[config.mk]
export PLATFORM = sky130hd
export DESIGN_NAME = button_status_panel
export DESIGN_NICKNAME = d
export VERILOG_FILES = /design/src/rtl/button_status_panel.sv
export SDC_FILE = /design/constraint.sdc
export NUM_CORES = 1
export LEC_CHECK = 0
export BUFFER_PORTS_ARGS = -buffer_cell sky130_fd_sc_hd__buf_4
export CAP_MARGIN = 20
export CORE_MARGIN = 8
export CORE_UTILIZATION = 40
export DETAILED_ROUTE_END_ITERATION = 8
export PLACE_DENSITY = 0.64
export RECOVER_POWER = 100
export SETUP_SLACK_MARGIN = 0.3
export SYNTH_ARGS = -nofsm -noshare
export SYNTH_HDL_FRONTEND = slang
export SYNTH_HIERARCHICAL = 1
export SYNTH_SLANG_ARGS = --single-unit
[constraint.sdc]
create_clock -name clk -period 2.4 [get_ports clk]
set_input_delay 0.48 -clock clk [delete_from_list [all_inputs] [get_ports clk]]
set_output_delay 0.48 -clock clk [all_outputs]
set_load 0.005 [all_outputs]
[src/rtl/button_status_panel.sv]
// Debounced N_CH status buttons plus a sound button, resolved into a status code.
// Also drives an accepted-press counter, a 4-digit scanned 7-segment display and a beeper.
module button_status_debounce #(
  parameter int DEBOUNCE_CYCLES = 500000
) (
  input  logic clk,
  input  logic reset,
  input  logic raw,
  output logic level
);
  localparam int CW = (DEBOUNCE_CYCLES > 1) ? $clog2(DEBOUNCE_CYCLES) : 1;

  logic [1:0]    sync;
  logic [CW-1:0] cnt;

  always_ff @(posedge clk or posedge reset) begin
    if (reset) begin
      sync  <= '0;
      level <= 1'b0;
      cnt   <= '0;
    end else begin
      sync <= {sync[0], raw};
      if (sync[1] == level) begin
        cnt <= '0;
      end else if (cnt == CW'(DEBOUNCE_CYCLES - 1)) begin
        level <= sync[1];
        cnt   <= '0;
      end else begin
        cnt <= cnt + 1'b1;
      end
    end
  end
endmodule

module button_status_panel #(
  parameter int N_CH            = 4,
  parameter int DEBOUNCE_CYCLES = 500000,
  parameter int SCAN_CYCLES     = 50000,
  parameter int BEEP_CYCLES     = 5000000,
  parameter int LATCH_MODE      = 1,
  parameter int ACTIVE_LOW      = 1,
  localparam int SW             = $clog2(N_CH + 1)
) (
  input  logic            clk,
  input  logic            reset,
  input  logic [N_CH-1:0] btn,
  input  logic            sound,
  output logic [SW-1:0]   state,
  output logic [7:0]      presses,
  output logic [3:0]      digit,
  output logic [7:0]      seg,
  output logic            buzzer
);
  localparam int BW  = $clog2(BEEP_CYCLES + 1);
  localparam int SCW = (SCAN_CYCLES > 1) ? $clog2(SCAN_CYCLES) : 1;

  generate
    if (N_CH < 1 || N_CH > 15) begin : g_bad_n_ch
      $error("button_status_panel: N_CH must be in 1..15");
    end
  endgenerate

  logic [N_CH:0]   d_all;
  logic [N_CH-1:0] d, d_prev, ev;
  logic            d_sound;
  logic [SW-1:0]   winner, held_code;
  logic [BW-1:0]   beep_cnt;
  logic [SCW-1:0]  scan_cnt;
  logic [1:0]      scan_idx;
  logic [6:0]      glyph;
  logic [3:0]      onehot;

  // Sound rides along as the top lane so all inputs share one debouncer array.
  button_status_debounce #(.DEBOUNCE_CYCLES(DEBOUNCE_CYCLES)) u_deb [N_CH:0] (
    .clk  (clk),
    .reset(reset),
    .raw  ({sound, btn}),
    .level(d_all)
  );

  assign d       = d_all[N_CH-1:0];
  assign d_sound = d_all[N_CH];
  assign ev      = d & ~d_prev;

  // Descending loops so the lowest index is written last and wins.
  always_comb begin
    winner    = '0;
    held_code = '0;
    for (int i = N_CH - 1; i >= 0; i--) begin
      if (ev[i]) winner = SW'(i + 1);
      if (d[i])  held_code = SW'(i + 1);
    end
  end

  always_ff @(posedge clk or posedge reset) begin
    if (reset) begin
      d_prev   <= '0;
      state    <= '0;
      presses  <= '0;
      beep_cnt <= '0;
      buzzer   <= 1'b0;
    end else begin
      d_prev <= d;
      if (LATCH_MODE != 0) begin
        if (|ev) state <= winner;
      end else begin
        state <= held_code;
      end
      if (|ev) presses <= presses + 1'b1;
      if (|ev)                 beep_cnt <= BW'(BEEP_CYCLES);
      else if (beep_cnt != '0) beep_cnt <= beep_cnt - 1'b1;
      buzzer <= (beep_cnt != '0) | d_sound;
    end
  end

  always_ff @(posedge clk or posedge reset) begin
    if (reset) begin
      scan_cnt <= '0;
      scan_idx <= '0;
    end else if (scan_cnt == SCW'(SCAN_CYCLES - 1)) begin
      scan_cnt <= '0;
      scan_idx <= scan_idx + 1'b1;
    end else begin
      scan_cnt <= scan_cnt + 1'b1;
    end
  end

  function automatic logic [6:0] hex_font(input logic [3:0] v);
    case (v)
      4'h0: return 7'h3F;  4'h1: return 7'h06;  4'h2: return 7'h5B;  4'h3: return 7'h4F;
      4'h4: return 7'h66;  4'h5: return 7'h6D;  4'h6: return 7'h7D;  4'h7: return 7'h07;
      4'h8: return 7'h7F;  4'h9: return 7'h6F;  4'hA: return 7'h77;  4'hB: return 7'h7C;
      4'hC: return 7'h39;  4'hD: return 7'h5E;  4'hE: return 7'h79;  default: return 7'h71;
    endcase
  endfunction

  always_comb begin
    onehot = 4'b0001 << scan_idx;
    case (scan_idx)
      2'd0:    glyph = hex_font(4'(state));
      2'd1:    glyph = hex_font(presses[3:0]);
      2'd2:    glyph = hex_font(presses[7:4]);
      default: glyph = (state == '0) ? 7'h40 : 7'h00;
    endcase
  end

  always_ff @(posedge clk or posedge reset) begin
    if (reset) begin
      digit <= (ACTIVE_LOW != 0) ? 4'hF : 4'h0;
      seg   <= (ACTIVE_LOW != 0) ? 8'hFF : 8'h00;
    end else begin
      digit <= (ACTIVE_LOW != 0) ? ~onehot : onehot;
      seg   <= (ACTIVE_LOW != 0) ? ~{1'b0, glyph} : {1'b0, glyph};
    end
  end
endmodule
== After elaboration in Yosys (flattened, before gate mapping) ==
Memory sizes are Yosys's and may differ from the RTL's.
Index checks and enable logic that the tools add are counted.
W data, S select, Z words.

* Bits in registers: 179
* ROM bits: 280
* Bits of input ports: 7
* Output and inout bits: 24
* Memories kept: 3

* Add/sub/neg operators: 9
* Eq/ne operators: 13
* Shift-type cells: 1
* Multiplexer cells: 19
* Bitwise logic cells: 10
* Reduce and logical (&&, ||, !) cells: 10

{| class="wikitable"
|+ Memory list
! memory !! words !! bits a word !! read ports !! clocked after Yosys merged registers in !! write ports !! RTL line !! source
|-
| (name not given) || 16 || 7 || 1 || 0 || 0 || 129 || <nowiki>case (v)</nowiki>
|-
| (name not given) || 16 || 7 || 1 || 0 || 0 || 129 ||
|-
| (name not given) || 8 || 7 || 1 || 0 || 0 || 129 ||
|}

{| class="wikitable"
|+ Operator list
! operator !! number
|-
| $mux W19 || 10
|-
| $add A19 B1 Y19 const B || 5
|-
| $eq A19 B19 Y1 const B || 5
|-
| $mux W23 || 2
|-
| $reduce_bool A23 Y1 || 1
|-
| $sub A23 B1 Y23 const B || 1
|-
| $pmux W7 S3 || 1
|-
| $add A16 B1 Y16 const B || 1
|-
| $eq A16 B16 Y1 const B || 1
|-
| $mux W16 || 1
|-
| $mux W3 || 4
|-
| $reduce_and A2 Y1 || 5
|-
| $add A8 B1 Y8 const B || 1
|-
| $not A4 Y4 || 2
|-
| $not A7 Y8 || 1
|-
| $mux W7 || 1
|-
| $eq A1 B1 Y1 || 5
|-
| $not A1 Y1 || 5
|-
| $and A4 B4 Y4 || 1
|-
| $reduce_or A4 Y1 || 1
|-
| $shl A1 B2 Y4 const A || 1
|-
| $logic_not A3 Y1 || 1
|-
| $add A2 B1 Y2 const B || 1
|-
| $eq A2 B1 Y1 const B || 1
|-
| other kinds (4) || 4
|}

== Longest topological paths before layout ==
Gate-level depths: netlist of the first run.

* Word-level depth: 6
* Gate-level depth with buffers: 8
* Gate-level depth less buffers: 7

== Cells and area by module ==
The synthesis of the first run kept the hierarchy.

{| class="wikitable"
|+ By module, submodules not included
! module !! instances !! cells each !! area each (µm²) !! seq. area each (µm²)
|-
| button_status_debounce || 5 || 103 || 1091.0 || 550.5
|-
| button_status_panel || 1 || 370 || 3767.4 || 1715.4
|}

== Worst setup path before layout of the first run ==
No wires, ideal clock.

* Path type: reg-to-reg
* From: register beep_cnt[0]
* To: register beep_cnt[19]
* Data arrival time: 1.946 ns
* Slack: 0.320 ns
* Cell stages (with the launch flop): 9
* Period minus slack after synthesis: 2.080 ns
* Cell sequence: dfrtp_1 -> inv_1 -> ha_1 -> or3b_1 -> nor4b_2 -> a211o_1 -> buf_4 -> nor3_1 -> nand3b_1

* Cells in the longest elaborated chain, start to end: 3
* Elaborated cells between the ends (all ways): 5
* Classes of those cells: add/sub: 1; mux: 2; reduce/logical: 2

{| class="wikitable"
|+ Ends and longest elaborated chain
! element !! RTL line !! source
|-
| start: declaration || 67 || <nowiki>logic [BW-1:0] beep_cnt;</nowiki>
|-
| start signal: assignment || 110 || <nowiki>if (|ev) beep_cnt <= BW'(BEEP_CYCLES);</nowiki>
|-
| start signal: assignment || 111 || <nowiki>else if (beep_cnt != '0) beep_cnt <= beep_cnt - 1'b1;</nowiki>
|-
| $sub A23 B1 Y23 || 111 ||
|-
| $mux W23 || 111 ||
|-
| $mux W23 || 110 ||
|}

Parallel ways exist; a longest one is shown, timed or not. The select of a mux whose other input is x is not followed.
A chain may end at the register's enable or synchronous reset.

== Worst setup path after layout of the first run ==
* From: register beep_cnt[5]
* To: register beep_cnt[6]

The elaborated chain is that of the path after synthesis.

==> metrics, run 1 <==
Vias=approximately 6,500; Post-Synthesis Cells=between 800 and 900; height of the die=168 um; Iter 0 DRT Violations=407; die area=0.0282 mm^2; Setup Viol. Count Final=0; Max VDD drop=0.442 mV; first-pass GRT wire length=30,400 um; TritonCTS buffer count=17; PD cells=585 mW/mm^2; area added between synthesis and finish=11.7%; IO Pins=31; layout cells sized above 1=12.8%; sequential area share after synthesis=between 40% and 50%; CP peak stage delay=around 0.56 ns; clk buf depth=2; xor/xnor share of the synthesized area=9.97%; Mean Syn Cell Area=approximately 10 um^2; Crit path depth=6; Hold WC Path Type=in -> reg; CP max FO=5; routed wire length=~18,000 um; CP Data Required Time=2.67 ns; R2R Path Start=beep_cnt[5]; WL/cell=around 14 um; Final Cycle Share=90.6%; DR pass1 iterations=5; Post-Layout Cell Count=1,226; leading area contributor after synthesis=dfrtp_1; H-tree depth=4; Synth cell types=66; filler cell count=2,074; Worst Setup End Kind=register; Setup crit start=beep_cnt[5]; number of global-route vias before repair=6,318; vias per cell=5.29; actual slew at the worst max-slew pin=approximately 1.1 ns; min-delay src=sound; CTS clock-pin slew for the worst setup and hold paths=0.07 ns; worst-case clock skew=0.00789 ns; footprint of the multi-input gates=0.00441 mm^2; Slew headroom=23.1%; Crit path buffers/inverters=1; CTS Root Cell=clkbuf_16; Hold-fix buffers, CTS=0; status=finished clean; Die Width=168 um; Nets=966; RSZ-0062 raised after global routing=yes; hold depth=1; Post-synth EDFFs=0; Post-Synth Adder-Cell Area=4.21%; hpwl dp=11,900 um; WS Path Type=reg -> reg; WP data arrival=2.45 ns; Sequential cell area=around 0.0045 mm^2; Max Cap Violations=0; GRT Total Usage=between 10 and 15%; initial antenna violation count=0; Placed Instances=1,180; mux contribution to synthesized area=2.29%; Post-DRT Antenna Nets=0; Final Wtd Congestion=0.791; Initial Util=40.7%; largest net degree at the start of global routing=30; CORE AREA=0.0226 mm^2; R2R depth=6; Post-Synth Simple-Gate Area=24.0%; Compound-Gate Fraction of Synth Area=between 7 and 8%; cells taking the most area after synthesis=dfrtp_1, xnor2_1, xor2_1, nor2_1, ha_1; Pins Over Slew Limit=0; Top FF cell, synth=dfrtp_1; Placed Instance Area=0.00966 mm^2; CP max-delay cell=or4_4; Post-route DRC=0; CTS sink count=178; Synth warnings=6; Final TNS setup=0 ns; Post-Syn Nets=923; port bufs=29; share of the synthesized area in the top cell type=45.3%; Startpoint Class=register; Post-Syn Area=0.00922 mm^2; Final min period=2.17 ns; critical path, cell by cell=or4_4 > nor4b_2 > buf_4 > a2111oi_0 > xnor2_1 > nand2_1; final core occ=between 40 and 50%; Lkg Pwr=4.47 nW; Peak Freq=between 400 and 500 MHz; largest family of logic cells by synthesized area=simple AND/OR/NAND/NOR gates; insertion delay to the later sink of the worst-skew pair=0.42 ns; flops & latches, synth=178; Final Hold Vio Count=0; Ant. Diodes=0; post-route cell area=0.0103 mm^2; total gr overflow=0; TritonCTS clock tree=built; CP delay by family, top=simple AND/OR/NAND/NOR gates; async set-reset flop share out of synthesis=between 90% and 100%; num rows=55
==> metal layers <==
layer	vias to the layer above	track usage (%)	share of wire (%)	wire length, um
li1	3221	-	-	-
met1	3156	17.1	49	8700
met2	91	19.8	46	8220
met3	16	3.30	3.2	575
met4	0	4.43	1.2	213
met5	-	0	0	0
==> cell usage after synthesis, types with 6 or more instances <==
master    number
clkbuf_1      12
xnor2_1       60
or4_1         10
xor2_1        45
o21ai_0       16
and4_1        13
nand2_1       57
o41ai_1        6
dfrtp_1      167
or3_1         15
ha_1          31
nand2b_1      10
or4_4          7
dfstp_2       11
nor4_1        15
nor2b_1        8
nand4_1       25
nand3_1       47
or4b_1        10
o31ai_1        7
inv_1         27
nor3_1        13
and2_1         6
nand4b_1      10
and3_1        18
mux2i_1        8
nor3_2         6
a21oi_1       30
o211ai_1       7
nor2_1       104
==> cells in the final DEF (no fill, tap or decap), types with 12 or more instances in the layout <==
cell type	Yosys	layout
a21oi_1	30	30
and3_1	18	18
and4_1	13	13
buf_4	3	19
clkbuf_1	12	18
clkbuf_16	0	17
clkbuf_4	0	19
dfrtp_1	167	166
ha_1	31	30
inv_1	27	23
nand2_1	57	57
nand3_1	47	46
nand4_1	25	25
nor2_1	104	104
nor3_1	13	19
nor4_1	15	14
o21ai_0	16	17
or3_1	15	12
xnor2_1	60	60
xor2_1	45	45
==> report_power, final <==
group | switching, mW | internal, mW | leakage, nW
clock | 1.17 | 1.68 | 0.280
combinational | 0.0989 | 0.0310 | 1.80
sequential | 0.0262 | 3.03 | 2.40
==> worst register-to-register path, cell delays in order, from the launching register on <==
cell and delay (ns):
dfrtp_1 0.45, or4_4 0.56, nor4b_2 0.46, buf_4 0.22, a2111oi_0 0.12, xnor2_1 0.15, nand2_1 0.07
==> cell families (layout without fill, tap and decap cells) <==
logic type / count (synthesis) / in the layout
other: 1 / 1
AO/OA/AOI/OAI: 100 / 101
buffers and inverters: 59 / 114
multiplexers: 16 / 16
XOR/XNOR: 105 / 105
AND/OR/NAND/NOR: 395 / 395
adder cells (fa/ha/maj): 31 / 31
flip-flops: 178 / 178
==> sequential cells by signal (all words and copies together), names as in the netlist, 5 cells and up <==
register,cells
scan_cnt,16
u_deb/cnt,95
u_deb/level,5
beep_cnt,23
u_deb/sync,10
presses,8
seg,7
==> through the flow <==
| stage | power, mW | hold slack, ns | setup WS, ns |
|---|---|---|---|
| final | 6.03 | 0.180 | 0.226 |
| after detailed placement | 3.25 | 0.336 | 0.227 |
| after global placement | 3.25 | 0.333 | 0.250 |
| after CTS | 6.12 | 0.138 | 0.306 |
| after global routing | 6.27 | 0.152 | 0.126 |
| after floorplan | 3.23 | 0.331 | 0.320 |
==> final timing paths <==
check	to	slack, ns
worst max-delay path	beep_cnt[6]	0.23
worst min-delay path	u_deb[4]/sync[0]	0.18
worst max register to register	beep_cnt[6]	0.23
worst min register to register	u_deb[1]/sync[1]	0.35
max in group asynchronous	beep_cnt[12]	0.72
min in group asynchronous	u_deb[0]/cnt[9]	0.36
==> final cells by class <==
class / count / area share, %
multi-input cells: 649 / 42.9
repair buffers: 55 / 3.41
inverters: 27 / 1.01
clock inverters: 11 / 1.51
flip-flops and latches: 178 / 43.4
well taps: 285 / 3.46
clock buffers: 21 / 4.37
==> what timing repair did <==
action                                  in CTS  in global routing
buffers inserted                             4                  9
endpoints found under the setup margin      12                 15
resized for setup                            5                 16
pin swaps                                    1                  9
gates cloned                                 0                  1
(Power assumes the default switching activity.)
==> run 2: changes to the inputs <==
Settings changed: SETUP_SLACK_MARGIN 0.3 to 0.5.
==> metrics, run 2 (synthesized netlist as in run 1, its figures left out) <==
die area=0.0282 mm^2 (unchanged); RSZ-0062 raised after global routing=yes (unchanged); Initial Util=40.7% (unchanged); hpwl dp=12,400 um (was 11,900 um); number of global-route vias before repair=6,630 (was 6,318); WS Path Type=reg -> reg (unchanged); Setup crit start=beep_cnt[0] (was beep_cnt[5]); filler cell count=2,097 (was 2,074); Max Cap Violations=0 (unchanged); status=finished clean (unchanged); Largest regs=u_deb/cnt (95), beep_cnt (23), scan_cnt (16) (unchanged); GRT met1 Usage=18.0% (was 17.1%); Peak Freq=457 MHz (was 460 MHz); area added between synthesis and finish=15.2% (was 11.7%); P_int=4.77 mW (was 4.74 mW); WL/cell=15.0 um (was 14.4 um); initial antenna violation count=0 (unchanged); CTS sink count=178 (unchanged); Sw Ratio=21.6% (was 21.5%); Setup Viol. Count Final=0 (unchanged); most common cell after layout, fill and taps aside=dfrtp_1 (unchanged); CP Data Required Time=2.68 ns (was 2.67 ns); Final Hold Vio Count=0 (unchanged); total gr overflow=0 (unchanged); met3 Resource Use GR=2.46% (was 3.30%); Worst Setup End Kind=register (unchanged); CP max FO=6 (was 5); Hold WC Path Type=in -> reg (unchanged); Clock Power Share=47.7% (was 47.2%); Largest register FFs=95 (unchanged); PD cells=573 mW/mm^2 (was 585 mW/mm^2); Post-DRT Antenna Nets=0 (unchanged); Pins Over Slew Limit=0 (unchanged); layout cells sized above 1=16.6% (was 12.8%); GRT Total Usage=13.6% (was 12.8%); CTS clock-pin slew for the worst setup and hold paths=0.07 ns (about the same); GR peak layer=met2 (unchanged); WP data arrival=2.47 ns (was 2.45 ns); TritonCTS buffer count=17 (unchanged); Max VDD drop=0.457 mV (was 0.442 mV); CORE AREA=0.0226 mm^2 (unchanged); Ant. Diodes=0 (unchanged); most frequent cells in the layout=dfrtp_1, nor2_1, xnor2_1, nand2_1, nand3_1 (unchanged); Nets=984 (was 966); R2R Path Start=beep_cnt[0] (was beep_cnt[5]); total power=6.09 mW (was 6.03 mW); Final TNS setup=0 ns (unchanged); Lkg Pwr=4.61 nW (was 4.47 nW); R2R depth=8 (was 6); reg2reg setup slack=0.21 ns (was 0.23 ns); Post-route DRC=0 (unchanged); actual slew at the worst max-slew pin=1.30 ns (was 1.15 ns); IO Pins=31 (unchanged); NetSw=1.32 mW (was 1.30 mW); routed wire length=18,700 um (was 17,700 um); first-pass GRT wire length=32,300 um (was 30,400 um); Worst Hold Endpoint=u_deb[3]/sync[0] (was u_deb[4]/sync[0]); Die Width=168 um (unchanged); Final Cycle Share=91.2% (was 90.6%); Final min period=2.19 ns (was 2.17 ns); Iter 0 DRT Violations=296 (was 407); hold depth=1 (unchanged); Slew headroom=12.5% (was 23.1%); combinational fraction of design power=2.2% (about the same); min-delay src=btn[3] (was sound); H-tree depth=4 (unchanged); CTS Root Cell=clkbuf_16 (unchanged); insertion delay to the later sink of the worst-skew pair=0.43 ns (was 0.42 ns); Startpoint Class=register (unchanged); Final Wtd Congestion=0.857 (was 0.791); Vias=6,621 (was 6,484); GR Util met2=21.8% (was 19.8%); largest net degree at the start of global routing=32 (was 30); sequential power share=50.2% (was 50.7%); TritonCTS clock tree=built (unchanged); DR pass1 iterations=4 (was 5); num rows=55 (unchanged); worst-case clock skew=0.00819 ns (was 0.00789 ns); largest reg by FF count=u_deb/cnt (unchanged); R2R Path End=beep_cnt[14] (was beep_cnt[6]); port bufs=29 (unchanged); height of the die=168 um (unchanged); vias per cell=5.32 (was 5.29); clk buf depth=2 (unchanged)
run 2: changes by cell type in the layout (fill, tap and decap cells not counted), sizes merged:
cell      previous run  this run
a211o                3         2
buf                 19        35
clkbuf              57        58
inv                 26        30
clkinvlp             6         4
run 2: power by group through the flow:
stage	Sequential (mW)	Clock [mW]	Combinational [mW]
final	3.06	2.90	0.132
after floorplan	3.10	0	0.125
after detailed placement	3.11	0	0.143
after global placement	3.11	0	0.142
after CTS	3.06	2.98	0.145
after global routing	3.06	3.11	0.158
run 2: final cells by class:
cell class | count | area, um^2 | area share (%)
multi-input combinational | 648 | 4560 | 42.9
clock inverter | 13 | 173 | 1.62
inverter | 27 | 105 | 0.989
sequential | 178 | 4470 | 42.1
clock buffer | 19 | 453 | 4.26
timing repair buffer | 74 | 508 | 4.78
tap | 285 | 357 | 3.36
run 2: layer usage:
metal	wire length, um	share of wire, %
met5	0	0
met3	483	2.6
met1	8930	48
met2	8940	48
met4	350	1.9
run 2: worst max-delay path by stage:
stage	end	slack (ns)	cells after the start
floorplan	beep_cnt[10]	0.39	7
global placement	beep_cnt[21]	0.25	5
detailed placement	beep_cnt[21]	0.14	5
CTS	beep_cnt[10]	0.35	7
global route	beep_cnt[14]	0.12	8
finish	beep_cnt[14]	0.21	8
run 2: repair_timing:
action	4_1_cts	5_1_grt
setup endpoints to repair	107	76
hold buffers	0	0
resized for setup	37	38
cloned	1	0
buffers inserted	23	8
pin swaps	18	31
run 2: per-stage QoR:
| stage | util (%) | hold WS (ns) | instances | setup slack (ns) | cell area [um^2] |
|---|---|---|---|---|---|
| final | 46.9 | 0.178 | 1244 | 0.212 | 10600 |
| after global routing | 46.9 | 0.160 | 1244 | 0.123 | 10600 |
| after CTS | 46.9 | 0.139 | 1236 | 0.347 | 10600 |
| after detailed placement | 42.8 | 0.335 | 1180 | 0.141 | 9690 |
| after global placement | 42.8 | 0.331 | 1180 | 0.247 | 9690 |
| after floorplan | - | 0.331 | 885 | 0.388 | 9270 |
run 2: critical path: stages, from the launching register on:
cell      delay (ns)
dfrtp_1         0.39
inv_2           0.08
ha_4            0.12
or3b_1          0.42
clkbuf_1        0.17
nor3_4          0.31
nor4b_2         0.28
xnor2_1         0.18
nand2_1         0.09
